--- src/rtl/fp_div_unit_pkg.sv ---
// Shared constants, FSM encoding and operand classification for the FDIV.S unit.
package fp_div_unit_pkg;

    localparam logic [31:0] FP_CANON_NAN  = 32'h7FC0_0000;
    localparam logic [31:0] FP_POS_INF    = 32'h7F80_0000;
    localparam int          FP_BIAS       = 127;
    localparam int          ITER_BITS_DEF = 26;

    typedef enum logic [2:0] {
        S_IDLE   = 3'd0,
        S_UNPACK = 3'd1,
        S_ITER   = 3'd2,
        S_NORM   = 3'd3,
        S_ROUND  = 3'd4,
        S_WB     = 3'd5
    } state_t;

    typedef struct packed {
        logic is_zero;
        logic is_inf;
        logic is_nan;
        logic is_snan;
    } fp_class_t;

    // Subnormals (exponent field 0) classify as zero: the unit flushes them.
    function automatic fp_class_t fp_classify(input logic [30:0] x);
        fp_class_t c;
        c.is_zero = (x[30:23] == 8'h00);
        c.is_inf  = (x[30:23] == 8'hFF) && (x[22:0] == 23'd0);
        c.is_nan  = (x[30:23] == 8'hFF) && (x[22:0] != 23'd0);
        c.is_snan = c.is_nan && !x[22];
        return c;
    endfunction

endpackage

--- src/rtl/fp_div_round.sv ---
// Combinational round-to-nearest-even, overflow/flush-to-zero and binary32 packing.
module fp_div_round #(
    parameter int EXP_W = 10
) (
    input  logic                    i_sign,
    input  logic signed [EXP_W-1:0] i_exp,
    input  logic [23:0]             i_quo,
    input  logic                    i_guard,
    input  logic                    i_round,
    input  logic                    i_sticky,
    output logic [31:0]             o_word,
    output logic                    o_of,
    output logic                    o_uf,
    output logic                    o_nx
);

    localparam logic signed [EXP_W-1:0] EXP_ONE  = EXP_W'(1);
    localparam logic signed [EXP_W-1:0] EXP_ZERO = EXP_W'(0);
    localparam logic signed [EXP_W-1:0] EXP_MAX  = EXP_W'(255);

    logic                    w_inc;
    logic [24:0]             w_sum;
    logic signed [EXP_W-1:0] w_exp;
    logic [22:0]             w_frac;

    assign w_inc  = i_guard & (i_round | i_sticky | i_quo[0]);
    assign w_sum  = {1'b0, i_quo} + 25'(w_inc);
    // Carry out of the significand only happens for 1.111..1 rounding up to 10.000..0.
    assign w_exp  = w_sum[24] ? (i_exp + EXP_ONE) : i_exp;
    assign w_frac = w_sum[24] ? w_sum[23:1] : w_sum[22:0];

    always_comb begin
        o_of   = 1'b0;
        o_uf   = 1'b0;
        o_word = {i_sign, w_exp[7:0], w_frac};
        if (w_exp >= EXP_MAX) begin
            o_of   = 1'b1;
            o_word = {i_sign, 8'hFF, 23'd0};
        end else if (w_exp <= EXP_ZERO) begin
            o_uf   = 1'b1;
            o_word = {i_sign, 31'd0};
        end
    end

    assign o_nx = i_guard | i_round | i_sticky | o_of | o_uf;

endmodule

--- src/rtl/fp_div_unit.sv ---
// Iterative FDIV.S unit (radix-2 restoring, RNE, flush-to-zero) with valid/ready write-back.
// Optional IEEE exception flags output oFFlags enabled by defining FDIV_FLAGS_EN.
module fp_div_unit
    import fp_div_unit_pkg::*;
#(
    parameter int ITER_BITS = ITER_BITS_DEF,
    parameter int EXP_W     = 10
) (
    input  logic        iCLK,
    input  logic        iRST,
    input  logic        iStart,
    input  logic [31:0] iRs1Data,
    input  logic [31:0] iRs2Data,
    input  logic [4:0]  iRd,
    input  logic        iWbReady,
    output logic        oBusy,
    output logic        oWbValid,
    output logic        oRegWrite,
    output logic [4:0]  oWriteRegister,
    output logic [31:0] oWriteData
`ifdef FDIV_FLAGS_EN
    ,
    output logic [4:0]  oFFlags
`endif
);

    localparam logic signed [EXP_W-1:0] BIAS_E  = EXP_W'(FP_BIAS);
    localparam logic signed [EXP_W-1:0] EXP_ONE = EXP_W'(1);

    state_t                  r_state;
    logic [31:0]             r_a;
    logic [31:0]             r_b;
    logic [4:0]              r_rd;
    logic                    r_sign;
    logic signed [EXP_W-1:0] r_exp;
    logic [24:0]             r_rem;
    logic [23:0]             r_div;
    logic [ITER_BITS-1:0]    r_quo;
    logic [4:0]              r_cnt;
    logic                    r_sticky;
    logic                    r_spec_vld;
    logic [31:0]             r_spec_val;
    logic [31:0]             r_result;
    logic                    r_wb_valid;

    fp_class_t               w_cls_a;
    fp_class_t               w_cls_b;
    logic signed [EXP_W-1:0] w_exp_a;
    logic signed [EXP_W-1:0] w_exp_b;
    logic                    w_sign;
    logic                    w_spec_vld;
    logic [31:0]             w_spec_val;
    logic [25:0]             w_diff;
    logic                    w_ge;
    logic [31:0]             w_rnd_word;
    logic                    w_of;
    logic                    w_uf;
    logic                    w_nx;

    assign w_cls_a = fp_classify(r_a[30:0]);
    assign w_cls_b = fp_classify(r_b[30:0]);
    assign w_exp_a = $signed({{(EXP_W-8){1'b0}}, r_a[30:23]});
    assign w_exp_b = $signed({{(EXP_W-8){1'b0}}, r_b[30:23]});
    assign w_sign  = r_a[31] ^ r_b[31];

    always_comb begin
        w_spec_vld = 1'b1;
        w_spec_val = 32'd0;
        if (w_cls_a.is_nan || w_cls_b.is_nan) begin
            w_spec_val = FP_CANON_NAN;
        end else if ((w_cls_a.is_zero && w_cls_b.is_zero) || (w_cls_a.is_inf && w_cls_b.is_inf)) begin
            w_spec_val = FP_CANON_NAN;
        end else if (w_cls_a.is_inf || w_cls_b.is_zero) begin
            w_spec_val = {w_sign, FP_POS_INF[30:0]};
        end else if (w_cls_a.is_zero || w_cls_b.is_inf) begin
            w_spec_val = {w_sign, 31'd0};
        end else begin
            w_spec_vld = 1'b0;
        end
    end

    // Remainder never exceeds twice the divisor, so 26 bits hold the trial difference.
    assign w_diff = {1'b0, r_rem} - {2'b00, r_div};
    assign w_ge   = ~w_diff[25];

    fp_div_round #(
        .EXP_W(EXP_W)
    ) u_round (
        .i_sign  (r_sign),
        .i_exp   (r_exp),
        .i_quo   (r_quo[ITER_BITS-1 -: 24]),
        .i_guard (r_quo[ITER_BITS-25]),
        .i_round (r_quo[ITER_BITS-26]),
        .i_sticky(r_sticky),
        .o_word  (w_rnd_word),
        .o_of    (w_of),
        .o_uf    (w_uf),
        .o_nx    (w_nx)
    );

    always_ff @(posedge iCLK) begin
        if (iRST) begin
            r_state    <= S_IDLE;
            r_a        <= '0;
            r_b        <= '0;
            r_rd       <= '0;
            r_sign     <= 1'b0;
            r_exp      <= '0;
            r_rem      <= '0;
            r_div      <= '0;
            r_quo      <= '0;
            r_cnt      <= '0;
            r_sticky   <= 1'b0;
            r_spec_vld <= 1'b0;
            r_spec_val <= '0;
            r_result   <= '0;
            r_wb_valid <= 1'b0;
        end else begin
            case (r_state)
                S_IDLE: begin
                    if (iStart) begin
                        r_a     <= iRs1Data;
                        r_b     <= iRs2Data;
                        r_rd    <= iRd;
                        r_state <= S_UNPACK;
                    end
                end
                S_UNPACK: begin
                    r_sign     <= w_sign;
                    r_exp      <= w_exp_a - w_exp_b + BIAS_E;
                    r_rem      <= {2'b01, r_a[22:0]};
                    r_div      <= {1'b1, r_b[22:0]};
                    r_quo      <= '0;
                    r_cnt      <= '0;
                    r_spec_vld <= w_spec_vld;
                    r_spec_val <= w_spec_val;
                    r_state    <= S_ITER;
                end
                S_ITER: begin
                    r_quo <= {r_quo[ITER_BITS-2:0], w_ge};
                    r_rem <= w_ge ? {w_diff[23:0], 1'b0} : {r_rem[23:0], 1'b0};
                    r_cnt <= r_cnt + 5'd1;
                    if (r_cnt == 5'(ITER_BITS - 1)) begin
                        r_state <= S_NORM;
                    end
                end
                S_NORM: begin
                    if (!r_quo[ITER_BITS-1]) begin
                        r_quo <= {r_quo[ITER_BITS-2:0], 1'b0};
                        r_exp <= r_exp - EXP_ONE;
                    end
                    r_sticky <= |r_rem;
                    r_state  <= S_ROUND;
                end
                S_ROUND: begin
                    r_result   <= r_spec_vld ? r_spec_val : w_rnd_word;
                    r_wb_valid <= 1'b1;
                    r_state    <= S_WB;
                end
                S_WB: begin
                    if (iWbReady) begin
                        r_wb_valid <= 1'b0;
                        r_state    <= S_IDLE;
                    end
                end
                default: r_state <= S_IDLE;
            endcase
        end
    end

    assign oBusy          = (r_state != S_IDLE);
    assign oWbValid       = r_wb_valid;
    assign oRegWrite      = r_wb_valid & iWbReady;
    assign oWriteRegister = r_rd;
    assign oWriteData     = r_result;

`ifdef FDIV_FLAGS_EN
    logic       w_nv;
    logic       w_dz;
    logic [1:0] r_spec_flags;
    logic [4:0] r_flags;

    always_comb begin
        w_nv = 1'b0;
        w_dz = 1'b0;
        if (w_cls_a.is_nan || w_cls_b.is_nan) begin
            w_nv = w_cls_a.is_snan | w_cls_b.is_snan;
        end else if ((w_cls_a.is_zero && w_cls_b.is_zero) || (w_cls_a.is_inf && w_cls_b.is_inf)) begin
            w_nv = 1'b1;
        end else begin
            w_dz = !w_cls_a.is_inf && w_cls_b.is_zero;
        end
    end

    always_ff @(posedge iCLK) begin
        if (iRST) begin
            r_spec_flags <= '0;
            r_flags      <= '0;
        end else if (r_state == S_UNPACK) begin
            r_spec_flags <= {w_nv, w_dz};
        end else if (r_state == S_ROUND) begin
            r_flags <= r_spec_vld ? {r_spec_flags, 3'b000} : {2'b00, w_of, w_uf, w_nx};
        end
    end

    assign oFFlags = r_wb_valid ? r_flags : 5'd0;
`else
    logic w_unused_flags;
    assign w_unused_flags = ^{w_of, w_uf, w_nx, w_cls_a.is_snan, w_cls_b.is_snan};
`endif

endmodule
--- config.mk ---
export PLATFORM = sky130hd
export DESIGN_NAME = fp_div_unit
export DESIGN_NICKNAME = d
export VERILOG_FILES = /design/src/rtl/fp_div_unit_pkg.sv /design/src/rtl/fp_div_round.sv /design/src/rtl/fp_div_unit.sv
export SDC_FILE = /design/constraint.sdc
export NUM_CORES = 1
export LEC_CHECK = 0
export ABC_AREA = 1
export CORE_MARGIN = 3
export CORE_UTILIZATION = 35
export CTS_CLUSTER_DIAMETER = 120
export DETAILED_ROUTE_END_ITERATION = 8
export DONT_BUFFER_PORTS = 1
export PLACE_DENSITY = 0.46
export SLEW_MARGIN = 20
export SYNTH_ARGS = -nofsm -noshare
export SYNTH_HDL_FRONTEND = slang
export SYNTH_SLANG_ARGS = --single-unit
--- constraint.sdc ---
create_clock -name iCLK -period 6.6 [get_ports iCLK]
set_input_delay 1.32 -clock iCLK [delete_from_list [all_inputs] [get_ports iCLK]]
set_output_delay 1.32 -clock iCLK [all_outputs]
set_load 0.02 [all_outputs]
* Word-level counts from Yosys, hierarchy flattened *
Cells that the tools add are included.

storage, ports and cells
  register bits after elaboration = 230
  latch bits = 0
  memory bits (writable) = 0
  ROM bits = 0
  input port bits = 73
  output and inout port bits = 40
  logic and storage cells = 97
  memories = 0

cells by class
  add/sub/neg operators = 7
  $mul = 0
  div/mod/pow operators = 0
  order comparisons = 2
  equal/unequal tests = 12
  shift-type cells = 0
  multiplexer cells = 26
  bitwise gates (word level) = 6
  reduce and logical (&&, ||, !) cells = 28

operators by type and width
  cell                     count
  $mux W32                 5
  $pmux W26 S3             1
  $mux W31                 2
  $pmux W25 S2             1
  $logic_not A23 Y1        2
  $reduce_bool A23 Y1      2
  $mux W26                 1
  $sub A25 B24 Y26         1
  $add A24 B1 Y25          1
  $mux W25                 1
  $reduce_or A25 Y1        1
  $mux W23                 1
  $mux W10                 2
  $pmux W10 S2             1
  $pmux W3 S6              1
  $eq A8 B8 Y1 const B     2
  $logic_not A8 Y1         2
  $add A10 B2 Y10 const B  1
  $add A9 B8 Y10 const B   1
  $ge A10 B9 Y1 const B    1
  $le A10 B1 Y1 const B    1
  $pmux W5 S2              1
  $sub A10 B2 Y10 const B  1
  $mux W3                  3
  other kinds (20)         45

* Longest topological paths before layout *
Gate-level depths: netlist of run 1.

  depth after elaboration = 9
  mapped depth = 21
  mapped depth without buffers = 20

* By module *
A second synthesis of run 1 with hierarchy kept.

unflattened totals
  cells, all modules = 1,786
  area total of the unflattened synthesis = 11,770.0 um2

by module, submodules not included
  module        times used  cells each  area an instance (um2)
  fp_div_unit   1           1,483       10,219.8
  fp_div_round  1           303         1,550.2

* Least setup slack after synthesis of run 1 *
Ideal clock, no wire load.

  kind = input to output
  start = input port iWbReady
  end = output port oRegWrite
  arrival time = 1.505 ns
  data required time = 5.280 ns
  path slack = 3.775 ns
  stages on the path = 2
  buffers on the path = 0
  path through = nand2_1 > inv_1

between the ends
  cells in the longest elaborated chain, start to end = 1

ends and longest elaborated chain
  element        line                source
  from (decl)    fp_div_unit.sv:15   input logic iWbReady,
  $and A1 B1 Y1  fp_div_unit.sv:173  assign oRegWrite = r_wb_valid & iWbReady;
  to (decl)      fp_div_unit.sv:18   output logic oRegWrite,

Every way passes these cells.

* Worst setup path in the final report of run 1 *
  start = register r_state[1]
  end = register r_rem[6]

between the ends
  cells in the longest elaborated chain, start to end = 2

ends and longest elaborated chain
  element                                                    line                source
  from (decl)                                                fp_div_unit.sv:30   state_t r_state;
  from (signal assigned)                                     fp_div_unit.sv:103  r_state <= S_IDLE;
  from (signal assigned)                                     fp_div_unit.sv:125  r_state <= S_UNPACK;
  from (signal assigned)                                     fp_div_unit.sv:137  r_state <= S_ITER;
  $eq A3 B2 Y1 / $eq A3 B1 Y1 (equally long branches)        fp_div_unit.sv:119  case (r_state)
  $pmux W25 S2 / $reduce_bool A2 Y1 (equally long branches)  n/a
  to (signal assigned)                                       fp_div_unit.sv:131  r_rem <= {2'b01, r_a[22:0]};
  to (signal assigned)                                       fp_div_unit.sv:141  r_rem <= w_ge ? {w_diff[23:0], 1'b0} : {r_rem[23:0], 1'b0};
  to (decl)                                                  fp_div_unit.sv:36   logic [24:0] r_rem;

Parallel ways exist; a longest one is shown, timed or not.
A chain may end at the register's enable or synchronous reset.

==> metrics list, run 1 <==
- Most Crowded Layer GR: met2
* First-pass iteration count of the detailed router: 7
- Clock transition at the registers of the reported paths: 0.06 ns
* Number of warnings issued by yosys: 0
* Final-stage net count: 1743
* Number of cell instances on the worst register-to-register path: 10
- Global routing used 33.1% of the available met2 tracks.
- R2r startpoint: r_state[1]
- Fraction of registers with async set/reset: 0%
* Setup Skew: 0.0244 ns
- Placeable core region: 31600 sq um
- 113 I/O pins were placed.
- Total Neg Setup Slack: 0 ns
- GR met1 Demand/Resource: 25.6%
- In this run, synthesis inferred 0 flip-flops with an integrated enable.
* Reported max-cap violation count: 0
* Initial drt markers: 646
- HPWL after DPL: 25100 um
- Rel. slew slack: 42.6%
- Number of buffers on the longest clock path: 3
* Final worst-path cycle share: 47.1%
- Once the floorplan was initialized, standard cells occupied 35.6% of the core.
- Once detail routing completed, the nets flagged for antenna violations numbered 0.
- Worst skew pair latency: 0.54 ns
- After detailed placement, the design holds a cell count of 2004.
- Number of hold-repair buffers added at the cts stage: 0
- CTS saw 201 sinks.
- Die area: 34400 sq um
- GR met3 Demand/Resource: 3.10%
- The first global-routing pass estimated 54100 um of wire.
- For the worst setup path, the data arrival time is 3.58 ns.
- For hold timing, the worst endpoint is r_a[31].
* Predominant post-synthesis flop cell: sky130_fd_sc_hd__dfxtp_1
- Most common cell after layout, fill and taps aside: sky130_fd_sc_hd__nand2_1
- Via-to-Cell Ratio: 5.10
- Flip-flop and latch count after synthesis: 201
- F_max: 321 MHz
* Data required time of the critical path: 7.07 ns
- The startpoint identified for the worst hold timing path is r_a[31].
- STA classifies the critical path endpoint as a register.
- Via count: 10500
- Register-to-register path setup slack: 3.49 ns
- The number of hold violations in the final report is 0.
- Hold path cells: 2
- Post-Syn Area per Cell: 6.74 sq um
- The floorplan has 65 rows.
- During placement, the flow inserted port buffers numbering 0.
* Net count after synthesis: 1784
- Result of the run: complete, no violations
- Reg2reg end: r_rem[6]
* Pwr per Cell Area: 431 nW/um^2
- Post-CTS timing repair inserted 0 buffers for setup.
- Leak pwr: 5.22 nW
- Transition time at the pin with the least slew margin: 0.859 ns
* Startpoint kind of the worst setup timing path: register
- The final number of max-transition violations came to 0.
- Setup repair after global routing left no endpoint under its margin.
- TritonCTS built the clock tree.
- Ratio of cells with drive above 1 in the final layout: 5.15%
- The die is 185 um wide.
- Routability-driven placement finished with a final weighted congestion of 0.922.
* Clock period minus worst slack: 3.11 ns
- Mean routed wirelength per cell: 16.5 um
- Entering global routing, the biggest net connects 81 pins.
* Cts bufs inserted: 26
- Total setup violations reported at the end of the flow: 0
- Compared with the post-synthesis result, the final layout area differs by 10.5%.
- The number of gates resized after CTS was 0.
- Cells after synthesis: 1671
* Overflow left after global routing: 0
- Count of different cell masters after synthesis: 46
* Commonest cells after routing, fill and taps aside: sky130_fd_sc_hd__nand2_1, sky130_fd_sc_hd__a21oi_1, sky130_fd_sc_hd__inv_1
- Die Y-Extent: 185 um
- Initial antenna violation count: 0
- Summing every instance area after synthesis gives 11300 sq um.
* Total Routing Usage GR: 19.4%
- For this run, design rule violations remaining after detail routing come to 0.
* Fin cells: 2051
* Sequential cell area fraction in the yosys report: 35.7%
- VDD sags by at most 283 uV.
- Filler instances: 3413
* CP Class: register to register
- N_diodes: 0
* Class of the most critical hold timing path: register to register
* H-tree lvl count: 1
- Number of global-route vias before repair: 10000
- Routed Wire Length: 33900 um
- Largest driver fanout on the critical path: 19
- CTS Root Cell: sky130_fd_sc_hd__clkbuf_16
state kept, by name (all words and copies together), names as in the netlist, 10 cells and up:
name	flops
r_quo	26
r_rem	25
r_b	32
r_div	24
oWriteData	32
r_exp	10
r_a	32
how the worst max path moves through the flow:
stage	start	to	cells after the start
final	r_state[1]	r_rem[6]	10
after global routing	r_state[1]	r_rem[10]	10
after CTS	r_state[1]	r_rem[11]	10
after detailed placement	r_state[1]	r_rem[11]	10
after global placement	r_state[1]	r_rem[11]	10
after floorplan	iWbReady	oRegWrite	2
logic make-up (layout without fill, tap and decap cells):
logic type	Yosys count	count (layout)	share of synthesized area [%]
AOI/OAI and AO/OA	471	471	22.1
xor gates and xnor gates	42	42	3.26
buffers and inverters	304	282	10.4
DFF	201	201	35.7
and+or+nand+nor	613	613	24.0
adders and majority gates	40	40	4.58
cell usage after synthesis, types with 2 or more instances:
| master | number | area share [%] |
|---|---|---|
| sky130_fd_sc_hd__o21ai_0 | 193 | 8.6 |
| sky130_fd_sc_hd__nand3b_1 | 4 | 0.27 |
| sky130_fd_sc_hd__a211oi_1 | 5 | 0.33 |
| sky130_fd_sc_hd__xor2_1 | 26 | 2.0 |
| sky130_fd_sc_hd__clkinv_1 | 3 | 0.10 |
| sky130_fd_sc_hd__or2_2 | 5 | 0.28 |
| sky130_fd_sc_hd__nand3_1 | 88 | 3.9 |
| sky130_fd_sc_hd__nand2_1 | 325 | 11 |
| sky130_fd_sc_hd__fa_1 | 2 | 0.36 |
| sky130_fd_sc_hd__o21bai_1 | 3 | 0.20 |
| sky130_fd_sc_hd__nor2_2 | 2 | 0.11 |
| sky130_fd_sc_hd__nand2_4 | 4 | 0.40 |
| sky130_fd_sc_hd__nand2_2 | 8 | 0.44 |
| sky130_fd_sc_hd__nor2_4 | 2 | 0.20 |
| sky130_fd_sc_hd__clkbuf_1 | 67 | 2.2 |
| sky130_fd_sc_hd__inv_1 | 222 | 7.4 |
| sky130_fd_sc_hd__ha_1 | 38 | 4.2 |
| sky130_fd_sc_hd__o21a_1 | 4 | 0.27 |
| sky130_fd_sc_hd__nor3_1 | 17 | 0.76 |
| sky130_fd_sc_hd__nor3b_1 | 2 | 0.13 |
| sky130_fd_sc_hd__nor2_8 | 2 | 0.36 |
| sky130_fd_sc_hd__nand4_1 | 29 | 1.6 |
| sky130_fd_sc_hd__buf_6 | 3 | 0.30 |
| sky130_fd_sc_hd__a31oi_1 | 7 | 0.39 |
| sky130_fd_sc_hd__o211ai_1 | 4 | 0.27 |
| sky130_fd_sc_hd__nor4_1 | 21 | 1.2 |
| sky130_fd_sc_hd__a221oi_1 | 9 | 0.70 |
| sky130_fd_sc_hd__dfxtp_1 | 201 | 36 |
| sky130_fd_sc_hd__buf_2 | 4 | 0.18 |
| sky130_fd_sc_hd__buf_1 | 4 | 0.13 |
| sky130_fd_sc_hd__a21boi_0 | 4 | 0.27 |
| sky130_fd_sc_hd__o21ai_2 | 2 | 0.16 |
| sky130_fd_sc_hd__nor2_1 | 102 | 3.4 |
| sky130_fd_sc_hd__a21o_1 | 3 | 0.20 |
| sky130_fd_sc_hd__a21oi_1 | 230 | 10 |
| sky130_fd_sc_hd__xnor2_1 | 16 | 1.2 |
power breakdown:
part,internal (W),leakage [nW],switching (W)
sequential,0.00140,1.65,0.000179
combinational,0.000753,3.13,0.00157
clock,0.000907,0.443,0.000557
per-layer routing:
layer  wire length (um)  share of wire [%]  up-vias
met3               1390                4.1       42
met5                  0                  0        -
li1                   -                  -     5466
met1              15700                 46     4792
met4                770                2.3        0
met2              16000                 47      168
critical path, cell delays in order, from the launching register on:
cell	delay, ns
sky130_fd_sc_hd__dfxtp_1	0.40
sky130_fd_sc_hd__inv_1	0.08
sky130_fd_sc_hd__nor2_1	0.16
sky130_fd_sc_hd__inv_1	0.07
sky130_fd_sc_hd__nor2_1	0.64
sky130_fd_sc_hd__clkinv_1	0.20
sky130_fd_sc_hd__nand2_1	0.55
sky130_fd_sc_hd__inv_1	0.42
sky130_fd_sc_hd__a221oi_1	0.33
sky130_fd_sc_hd__o21ai_0	0.13
sky130_fd_sc_hd__inv_1	0.06
per-stage QoR:
stage	hold WS [ns]	area (sq um)	power [W]	utilization, %	setup slack, ns
floorplan	0.434	11300	0.00332	-	3.78
global placement	0.451	11500	0.00392	36.5	3.51
detailed placement	0.451	11500	0.00391	36.5	3.52
CTS	0.461	12400	0.00541	39.3	3.47
global route	0.486	12400	0.00581	39.3	3.14
finish	0.458	12400	0.00536	39.3	3.49
final cells by class:
| cell class | instances | area, sq um | share of cell area, % |
|---|---|---|---|
| Multi-Input combinational cell | 1166 | 6090 | 48.9 |
| Sequential cell | 201 | 4020 | 32.3 |
| Inverter | 226 | 848 | 6.81 |
| Clock buffer | 36 | 779 | 6.26 |
| Tap cell | 402 | 503 | 4.04 |
| Clock inverter | 11 | 134 | 1.08 |
| Timing Repair Buffer | 9 | 67.6 | 0.543 |
Note: power is estimated with default switching activity, not from simulation.
==> inputs of run 2 (changes only) <==
PLACE_DENSITY = 0.48   (was 0.46)
clock period = 2.7 ns   (was 6.6 ns; I/O delays follow)
==> metrics list, run 2 (synthesis gave the netlist of run 1 again) <==
- Result of the run: complete, no violations
- Number of clock sinks seen by CTS: 201 (unchanged)
* Highest routed metal layer: met4
* Largest driver fanout on the critical path: 4 (-15)
- Traced cell by cell, the critical path runs through inv_1 -> ha_1 -> fa_1 -> nand3b_1 -> nand2_2 -> a21boi_1 -> o21ai_1 -> nand3_2 -> a21oi_1 -> o21ai_0 -> a21oi_1.
* Clock network fraction of total power: 23.9% (-3.4 points)
* Cell Count Post-Placement: 2044 (+2.0%)
- The total CTS buffers is 25 (-3.8%).
- The length of routed wiring on met1 was 16300 um (+3.9%).
- The static leakage is 5.38 nW (+3.1%).
* Count of endpoints failing hold in the final timing report: 0 (unchanged)
- The final design area excluding fillers came to 12700 sq um (+1.8%).
- Met2 routed WL: 16600 um (+3.9%)
- Startpoint kind of the worst setup timing path: register
- Fin cells: 2090 (+1.9%)
- Total Routing Usage GR: 19.8% (+0.40 points)
- The area taken by multi-input logic gates was 6120 sq um (+0.47%).
- The number of top-level design ports is 113 (unchanged).
* Transition time at the pin with the least slew margin: 0.609 ns (-0.250 ns)
* Data required time of the critical path: 3.15 ns (-3.92 ns)
- Number of hold-repair buffers added at the cts stage: 0 (unchanged)
- Met3 WL post-DR: 1190 um (-15%)
* Routed Wire Length: 35000 um (+3.3%)
- Critical path data arrival time: 2.92 ns (-0.66 ns)
- Type of element capturing the critical path: register
- The overflow left after global routing came to 0 (unchanged).
- Switching component of the power: 0.00576 W (+150%)
* Width of the die: 185 um (unchanged)
- In this run the worst hold path is classified as input port to register.
- The pin count of the biggest net entering global routing came to 81 (unchanged).
- The post-layout minimum cycle time is 2.47 ns (-0.637 ns).
- Area after detailed placement: 11900 sq um (+2.8%)
* Area taken by flip-flops and latches: 4030 sq um (about the same)
- The number of global-route vias before repair is 10400 (+3.4%).
- The count of filler cells inserted in the layout is 3407 (-0.18%).
* Routability-driven placement congestion ratio: 0.893 (-3.1%)
- The timing-limited maximum frequency was 404 MHz (+26%).
- The final worst clock skew is 0.0114 ns (-0.0130 ns).
- The cell-internal power is 0.00743 W (+140%).
* N_diodes: 0 (unchanged)
- Number of buffer cells added on primary ports: 0 (unchanged)
- Placeable core region: 31600 sq um (unchanged)
- Initial antenna violation count: 0 (unchanged)
- The critical path in this run is classified as register to register.
- The number of violations reported at the end of detailed-routing iteration 0 was 616 (-4.6%).
- The library cell used most frequently in the layout, excluding fill and tap cells, is sky130_fd_sc_hd__nand2_1.
- First-pass GRT wire length: 55300 um (+2.3%)
- Library cell appearing most often on the critical path: sky130_fd_sc_hd__a21oi_1
* H-tree lvl count: 1 (unchanged)
- The area growth from synthesis to layout is 12.5%.
- Commonest cells after routing, fill and taps aside: sky130_fd_sc_hd__nand2_1, sky130_fd_sc_hd__a21oi_1, sky130_fd_sc_hd__inv_1
- The critical path starts at r_rem[0].
* CTS Root Cell: sky130_fd_sc_hd__clkbuf_16
* Initial cell density of the core: 35.6% (unchanged)
- Total setup violations reported at the end of the flow: 0 (unchanged)
- Via-to-Cell Ratio: 5.14 (+0.65%)
* Number of buffers on the longest clock path: 3 (unchanged)
- Via count: 10700 (+2.6%)
* Reported max-cap violation count: 0 (unchanged)
* Mean routed wirelength per cell: 16.7 um (+1.3%)
- The relative contribution of sequential cells to total power is 28.8% (-0.6 points).
- The half-perimeter wire length of the detailed placement result came to 26000 um (+3.5%).
- The net count of the finished layout is 1785 (+2.4%).
- The final number of max-transition violations came to 0 (unchanged).
- The number of design rule violations left after detail routing is 0 (unchanged).
- Worst skew pair latency: 0.52 ns (-0.02 ns)
- Final antenna-violating net count: 0 (unchanged)
- Critical Path Slowest Stage Cell: sky130_fd_sc_hd__fa_1
- Origin of the worst min-delay path: iRST
* Final worst-path cycle share: 91.6% (+44 points)
- The clock transition time at the flip-flop clock pins of the worst setup and hold paths is 0.06 ns (about the same).
* Pwr per Cell Area: 1040 nW/um^2 (+140%)
- Logic gate share of total power: 47.4% (+4.1 points)
- The net switching fraction of the power is 43.6% (+0.65 points).
* Die Y-Extent: 185 um (unchanged)
- The maximum single-stage delay on the critical path was 0.43 ns (-0.21 ns).
- The number of search-and-repair iterations in the first detailed-routing pass came to 6 (-1).
- The startpoint identified for the worst register-to-register timing path is r_rem[0].
- Maximum resistive drop on vdd: 524 uV (+85%)
- The fraction of layout instances using a drive strength above 1 is 7.58% (+2.4 points).
- Die area: 34400 sq um (unchanged)
- Rel. slew slack: 59.4% (+17 points)
- Number of core rows: 65 (unchanged)
- Unrepaired setup endpoints after global routing: no
- TritonCTS clock tree: done
run 2: power groups by stage:
stage          combinational (W)  sequential (W)  clock [W]
6_report                 0.00625         0.00379    0.00315
5_1_grt                  0.00702         0.00386    0.00336
4_1_cts                  0.00613         0.00379    0.00325
3_5_place_dp             0.00609         0.00385          0
3_3_place_gp             0.00613         0.00385          0
2_1_floorplan            0.00439         0.00372          0
run 2: critical path, delay by kind of cell (launching register included):
| kind | cells | cell delay, ns |
|---|---|---|
| simple gates | 3 | 0.46 |
| flops | 1 | 0.38 |
| compound gates | 5 | 0.85 |
| fa+ha+maj | 2 | 0.66 |
| buf+inv | 1 | 0.06 |
run 2: routing by layer:
layer	vias up	track usage [%]
met1	4928	26.3
met5	-	0
li1	5553	-
met4	0	4.68
met2	211	34.7
met3	44	2.16
run 2: layout make-up:
cell class	count	area share [%]
multi-input cells	1167	48.3
flip-flops and latches	201	31.8
inverters	226	6.69
clock buffers	37	5.77
well taps	402	3.97
repair buffers	51	3.22
clock inverters	6	0.286
run 2: metrics by stage:
step           hold slack, ns  setup TNS, ns  setup slack, ns  total power, W  util (%)
6_report               0.0911              0            0.226          0.0132      40.1
5_1_grt                0.0673              0           0.0282          0.0142      40.1
4_1_cts                0.0642              0           0.0792          0.0132      39.9
3_5_place_dp            0.448        -0.0158          -0.0158         0.00995      37.5
3_3_place_gp            0.445              0           0.0117         0.00997      37.5
2_1_floorplan           0.434              0            0.359         0.00811         -
run 2: final timing paths:
| kind | endpoint | slack [ns] | cells after the start |
|---|---|---|---|
| worst max-delay path | r_rem[17] | 0.23 | 11 |
| worst min-delay path | oWriteData[19] | 0.09 | 1 |
| worst max register to register | r_rem[17] | 0.23 | 11 |
| worst min register to register | r_a[31] | 0.46 | 2 |
run 2: repair_timing:
action	CTS	global route
setup endpoints to repair	1	24
pin swaps	0	4
gates cloned	0	1
setup buffers	0	2
gates resized for setup	1	10
hold endpoints to repair	0	0
